`config.mk`:
```
export PLATFORM = sky130hd
export DESIGN_NAME = bus_arbiter
export DESIGN_NICKNAME = d
export VERILOG_FILES = /design/src/rtl/bus_arbiter.sv
export SDC_FILE = /design/constraint.sdc
export NUM_CORES = 1
export LEC_CHECK = 0
export ABC_AREA = 1
export BUFFER_PORTS_ARGS = -buffer_cell sky130_fd_sc_hd__buf_2
export CORE_UTILIZATION = 30
export DETAILED_ROUTE_END_ITERATION = 6
export GPL_TIMING_DRIVEN = 0
export PLACE_DENSITY = 0.58
export SETUP_SLACK_MARGIN = 0.3
export SLEW_MARGIN = 10
export SYNTH_ARGS = -nofsm -noshare
export SYNTH_HDL_FRONTEND = slang
export SYNTH_SLANG_ARGS = --single-unit
```
`constraint.sdc`:
```
create_clock -name clk -period 2.2 [get_ports clk]
set_input_delay 0.44 -clock clk [delete_from_list [all_inputs] [get_ports clk]]
set_output_delay 0.44 -clock clk [all_outputs]
set_load 0.01 [all_outputs]
```
`src/rtl/bus_arbiter.sv`:
```
// Two-master / three-slave bus arbiter: fixed-priority or round-robin ownership with a hold limit.
// All outputs are registered; slave select is decoded from the owner's address each owned cycle.
module bus_arbiter #(
  parameter int ROUND_ROBIN = 0,
  parameter int MAX_HOLD    = 16
) (
  input  logic        clk,
  input  logic        reset,
  input  logic        m1_request,
  input  logic        m2_request,
  input  logic [13:0] m1_addr,
  input  logic [13:0] m2_addr,
  output logic        m1_grant,
  output logic        m2_grant,
  output logic        bus_busy,
  output logic        mux_sel,
  output logic [2:0]  slave_sel,
  output logic        addr_error,
  output logic        timeout
);

  typedef enum logic [1:0] {IDLE, M1_OWN, M2_OWN, TURN} state_t;

  localparam logic [7:0] HOLD_MAX  = 8'(MAX_HOLD);
  localparam logic [7:0] HOLD_LAST = 8'(MAX_HOLD - 1);

  state_t     state_q, state_d;
  logic [7:0] hold_q, hold_d;
  logic       last_q, last_d;       // 1 = master 2 was the last owner
  logic       mux_q, mux_d;
  logic       g1_q, g1_d, g2_q, g2_d;
  logic [2:0] sel_q, sel_d;
  logic       err_q, err_d;
  logic       tout_q, tout_d;

  // Returns {addr_error, slave_sel}.
  function automatic logic [3:0] decode(input logic [13:0] addr);
    case (addr[13:12])
      2'b00:   return 4'b0001;
      2'b01:   return 4'b0010;
      2'b10:   return 4'b0100;
      default: return 4'b1000;
    endcase
  endfunction

  always_comb begin
    state_d = state_q;
    hold_d  = hold_q;
    last_d  = last_q;
    mux_d   = mux_q;
    tout_d  = 1'b0;
    case (state_q)
      IDLE: begin
        if (m1_request && (!m2_request || ROUND_ROBIN == 0 || last_q)) begin
          state_d = M1_OWN;
          last_d  = 1'b0;
          hold_d  = '0;
          mux_d   = 1'b0;
        end else if (m2_request) begin
          state_d = M2_OWN;
          last_d  = 1'b1;
          hold_d  = '0;
          mux_d   = 1'b1;
        end
      end
      M1_OWN: begin
        if (!m1_request) begin
          state_d = TURN;
        end else if (hold_q == HOLD_LAST && m2_request) begin
          state_d = TURN;
          tout_d  = 1'b1;
        end else if (hold_q != HOLD_MAX) begin
          hold_d = hold_q + 8'd1;
        end
      end
      M2_OWN: begin
        if (!m2_request) begin
          state_d = TURN;
        end else if (hold_q == HOLD_LAST && m1_request) begin
          state_d = TURN;
          tout_d  = 1'b1;
        end else if (hold_q != HOLD_MAX) begin
          hold_d = hold_q + 8'd1;
        end
      end
      TURN:    state_d = IDLE;
      default: state_d = IDLE;
    endcase
  end

  // Output next-state follows the state we are about to enter.
  always_comb begin
    g1_d  = (state_d == M1_OWN);
    g2_d  = (state_d == M2_OWN);
    sel_d = 3'b000;
    err_d = 1'b0;
    if (g1_d) begin
      {err_d, sel_d} = decode(m1_addr);
    end else if (g2_d) begin
      {err_d, sel_d} = decode(m2_addr);
    end
  end

  always_ff @(posedge clk) begin
    if (!reset) begin
      state_q <= IDLE;
      hold_q  <= '0;
      last_q  <= 1'b1;
      mux_q   <= 1'b0;
      g1_q    <= 1'b0;
      g2_q    <= 1'b0;
      sel_q   <= 3'b000;
      err_q   <= 1'b0;
      tout_q  <= 1'b0;
    end else begin
      state_q <= state_d;
      hold_q  <= hold_d;
      last_q  <= last_d;
      mux_q   <= mux_d;
      g1_q    <= g1_d;
      g2_q    <= g2_d;
      sel_q   <= sel_d;
      err_q   <= err_d;
      tout_q  <= tout_d;
    end
  end

  assign m1_grant   = g1_q;
  assign m2_grant   = g2_q;
  assign bus_busy   = g1_q | g2_q;
  assign mux_sel    = mux_q;
  assign slave_sel  = sel_q;
  assign addr_error = err_q;
  assign timeout    = tout_q;

endmodule

```
==> summary.md <==
| Metric | Value |
|---|---|
| Crit Path Max Fanout | `9` |
| Cell Area, Synth | `0.00114 sq mm` |
| Flop pwr share | `36.3%` |
| P_leak | `0.576 nW` |
| Slowest stage delay, CP | `0.34 ns` |
| Post-synthesis sequential area ratio | `31.7%` |
| Largest net degree at the start of global routing | `11` |
| Post-CTS Hold Buffers | `0` |
| Clock Tree Buf Depth | `2` |
| Max Cap Viol | `0` |
| Die area | `0.00404 sq mm` |
| Primary FF master, synth | `dfxtp_1` |
| Global-route wire length before repair | `3.95 mm` |
| GR Layer Usage met1 | `18.5%` |
| # clock sinks | `18` |
| Post-route clock period utilization | `78.5%` |
| Drt first pass iters | `4` |
| Post-synth cell types | `29` |
| Avg Cell Area, Syn | `7.20 sq um` |
| Port-buffer cells | `16` |
| Worst path arrival time | `1.89 ns` |
| Syn_nets | `195` |
| Setup TNS | `0 ns` |
| Layout Utilization | `36.7%` |
| Std cell rows | `22` |
| Final net count | `216` |
| CP cell instances | `inv_1, ha_4, inv_2, or2_4, o21ai_4, inv_2, nand2_4, nand2_1, o21ai_1, nor2_1` |
| Slew Viols, Final | `0` |
| Routed length per placed instance | `10.2 microns` |
| ANT cells | `0` |
| Met3 usage | `3.26%` |
| Via count | `1020` |
| Post-Syn Instances | `158` |
| Power Dens Cells | `773 mW/mm^2` |
| Initial antenna violation count | `0` |
| Hold violation count in the final report | `0` |
| Largest cells by area after synthesis | `dfxtp_1 (32%), nand2_1 (8.3%), nor2_1 (7.9%), inv_1 (6.6%), ha_1 (5.5%)` |
| CP Class | `register to register` |
| Htree depth | `1` |
| Critical Path RT | `2.36 ns` |
| P_int | `0.656 mW` |
| Yosys warns | `0` |
| Area grow syn2layout | `18.3%` |
| Share of layout cells above drive strength 1 | `27.5%` |
| Worst-skew pair later-pin latency | `0.26 ns` |
| CTS Root Cell | `clkbuf_8` |
| Final ANT Viol Nets | `0` |
| Setup WS pre-CTS | `0.381 ns` |
| Die W | `63.6 microns` |
| TritonCTS Buffers | `3` |
| Critical Path Start Type | `register` |
| Final min period | `1.73 ns` |
| GRT Overall Usage | `12.7%` |
| Switching power | `0.384 mW` |
| Post-DR vias/cell | `4.51` |
| Worst-path clk slew | `0.07 ns` |
| RSZ-0062 raised after global routing | `no` |
| Met2 usage | `16.2%` |
| Maximum clock rate | `579 MHz` |
| Post-CTS Resized | `0` |
| Design area | `0.00135 sq mm` |
| Final hold slack | `0.429 ns` |
| TritonCTS clock tree | `yes` |
| DP Area | `0.00128 sq mm` |
| Fin worst setup slack | `0.473 ns` |
| Yosys top cell area share | `31.7%` |
| Combinational Power Share | `36.6%` |
| Final setup violation count | `0` |
| Die Ht | `63.6 microns` |
| Sw Ratio | `36.9%` |
| Detailed placer's ending HPWL | `1.73 mm` |
| Grt peak-use layer | `met1` |
| Number of flops mapped to enable cells by yosys | `0` |
| Starting density of the core | `31.1%` |
| Worst-margin pin slew | `0.542 ns` |
| Vias in the first global route | `877` |
| CP Launch Point | `state_q[1]` |
| Peak supply drop | `0.000219 V` |
| Drc violations | `0` |
| Global placement routability congestion | `0.774` |
| # IOs | `41` |
| Final Skew | `0.00318 ns` |
| Max_slew headroom | `63.9%` |
| Seq cells post-synth | `18` |
| Post-CTS setup buffer count | `0` |
| Yosys top cell by area | `dfxtp_1` |
| Detailed router's first-iteration violation count | `45` |
| WL final | `2.31 mm` |
| Status | `finished, final reports clean` |
| Clock power share | `27.1%` |
| Worst Hold Launch | `m1_request` |
| CP dominant cell by count | `inv_2` |
| Slowest CP cell | `dfxtp_1` |
| Ys async rst share | `0%` |
| Reg2Reg Launch Point | `state_q[1]` |
| CP Capture Type | `register` |
| Total grt overflow | `0` |
| HP Class | `primary input to register` |
| Total core area | `0.00366 sq mm` |
==> power groups by stage <==
| stage | Clock (mW) | Combinational, mW | Sequential, mW |
|---|---|---|---|
| 6_report | 0.282 | 0.380 | 0.378 |
| 5_1_grt | 0.307 | 0.429 | 0.382 |
| 4_1_cts | 0.290 | 0.369 | 0.379 |
| 3_5_place_dp | 0 | 0.368 | 0.385 |
| 3_3_place_gp | 0 | 0.368 | 0.386 |
| 2_1_floorplan | 0 | 0.274 | 0.388 |
==> through the flow <==
stage	std cells	power (mW)
6_report	226	1.04
2_1_floorplan	158	0.662
4_1_cts	226	1.04
5_1_grt	226	1.12
3_5_place_dp	222	0.754
3_3_place_gp	222	0.754
==> cells in the final DEF (no fill, tap or decap), drive strengths merged <==
cell type and count:
nand2 32, inv 23, nor3b 1, ha 5
nand3 10, nor4 1, o21ai 8, nand4 2
xnor2 1, a211oi 1, buf 16, clkbuf 5
nor3 3, nor2 28, or2 3, dfxtp 18
a21oi 17, xor2 4
==> layer usage <==
layer	vias to the layer above	share of wire [%]
li1	547	-
met1	448	53
met2	20	40
met3	5	4.1
met4	0	2.6
met5	-	0
==> Yosys cell counts, types with 3 or more instances <==
master   count
nor2_1      24
nor3_1       3
nand2_2      5
dfxtp_1     18
o21ai_2      4
inv_2        3
nand3_1      9
xor2_1       4
nand2_1     25
a21oi_1     12
a21oi_2      4
nor2_4       3
ha_1         5
inv_1       20
==> cell type report <==
class | count | area (sq um)
Clock buffer | 4 | 55.1
Buffer | 1 | 3.75
Multi-Input combinational cell | 116 | 699
Tap cell | 48 | 60.1
Fill cell | 403 | 2320
Inverter | 23 | 86.3
Timing Repair Buffer | 16 | 80.1
Sequential cell | 18 | 360
==> worst max-delay path, delay by kind of cell, from the launching register on <==
family                     cells  cell delay [ns]
and+or+nand+nor                4             0.47
buffers and inverters          3             0.24
adders and majority gates      1             0.32
DFF                            1             0.34
AOI/OAI and AO/OA              2             0.27
==> flip-flops by register name, summed over array words and instances, names as in the netlist <==
name and count:
m2_grant 1, hold_q 8, state_q 2, slave_sel 3, timeout 1, mux_sel 1, addr_error 1, m1_grant 1
==> final timing paths <==
path              slack, ns  cells past startpoint   endpoint
setup / recovery       0.47                     10  hold_q[1]
hold / removal         0.43                      2    mux_sel
setup reg to reg       0.47                     10  hold_q[1]
hold reg to reg        0.49                      2  hold_q[7]
==> kinds of logic (layout without fill, tap and decap cells) <==
kind of cell    Yosys count  after routing  synth area share, %
simple gates             80             80                 34.8
compound gates           26             26                 16.3
buf+inv                  24             44                 7.92
flops                    18             18                 31.7
fa+ha+maj                 5              5                 5.50
xor+xnor                  5              5                 3.85
Power figures use the tool's default switching activity.
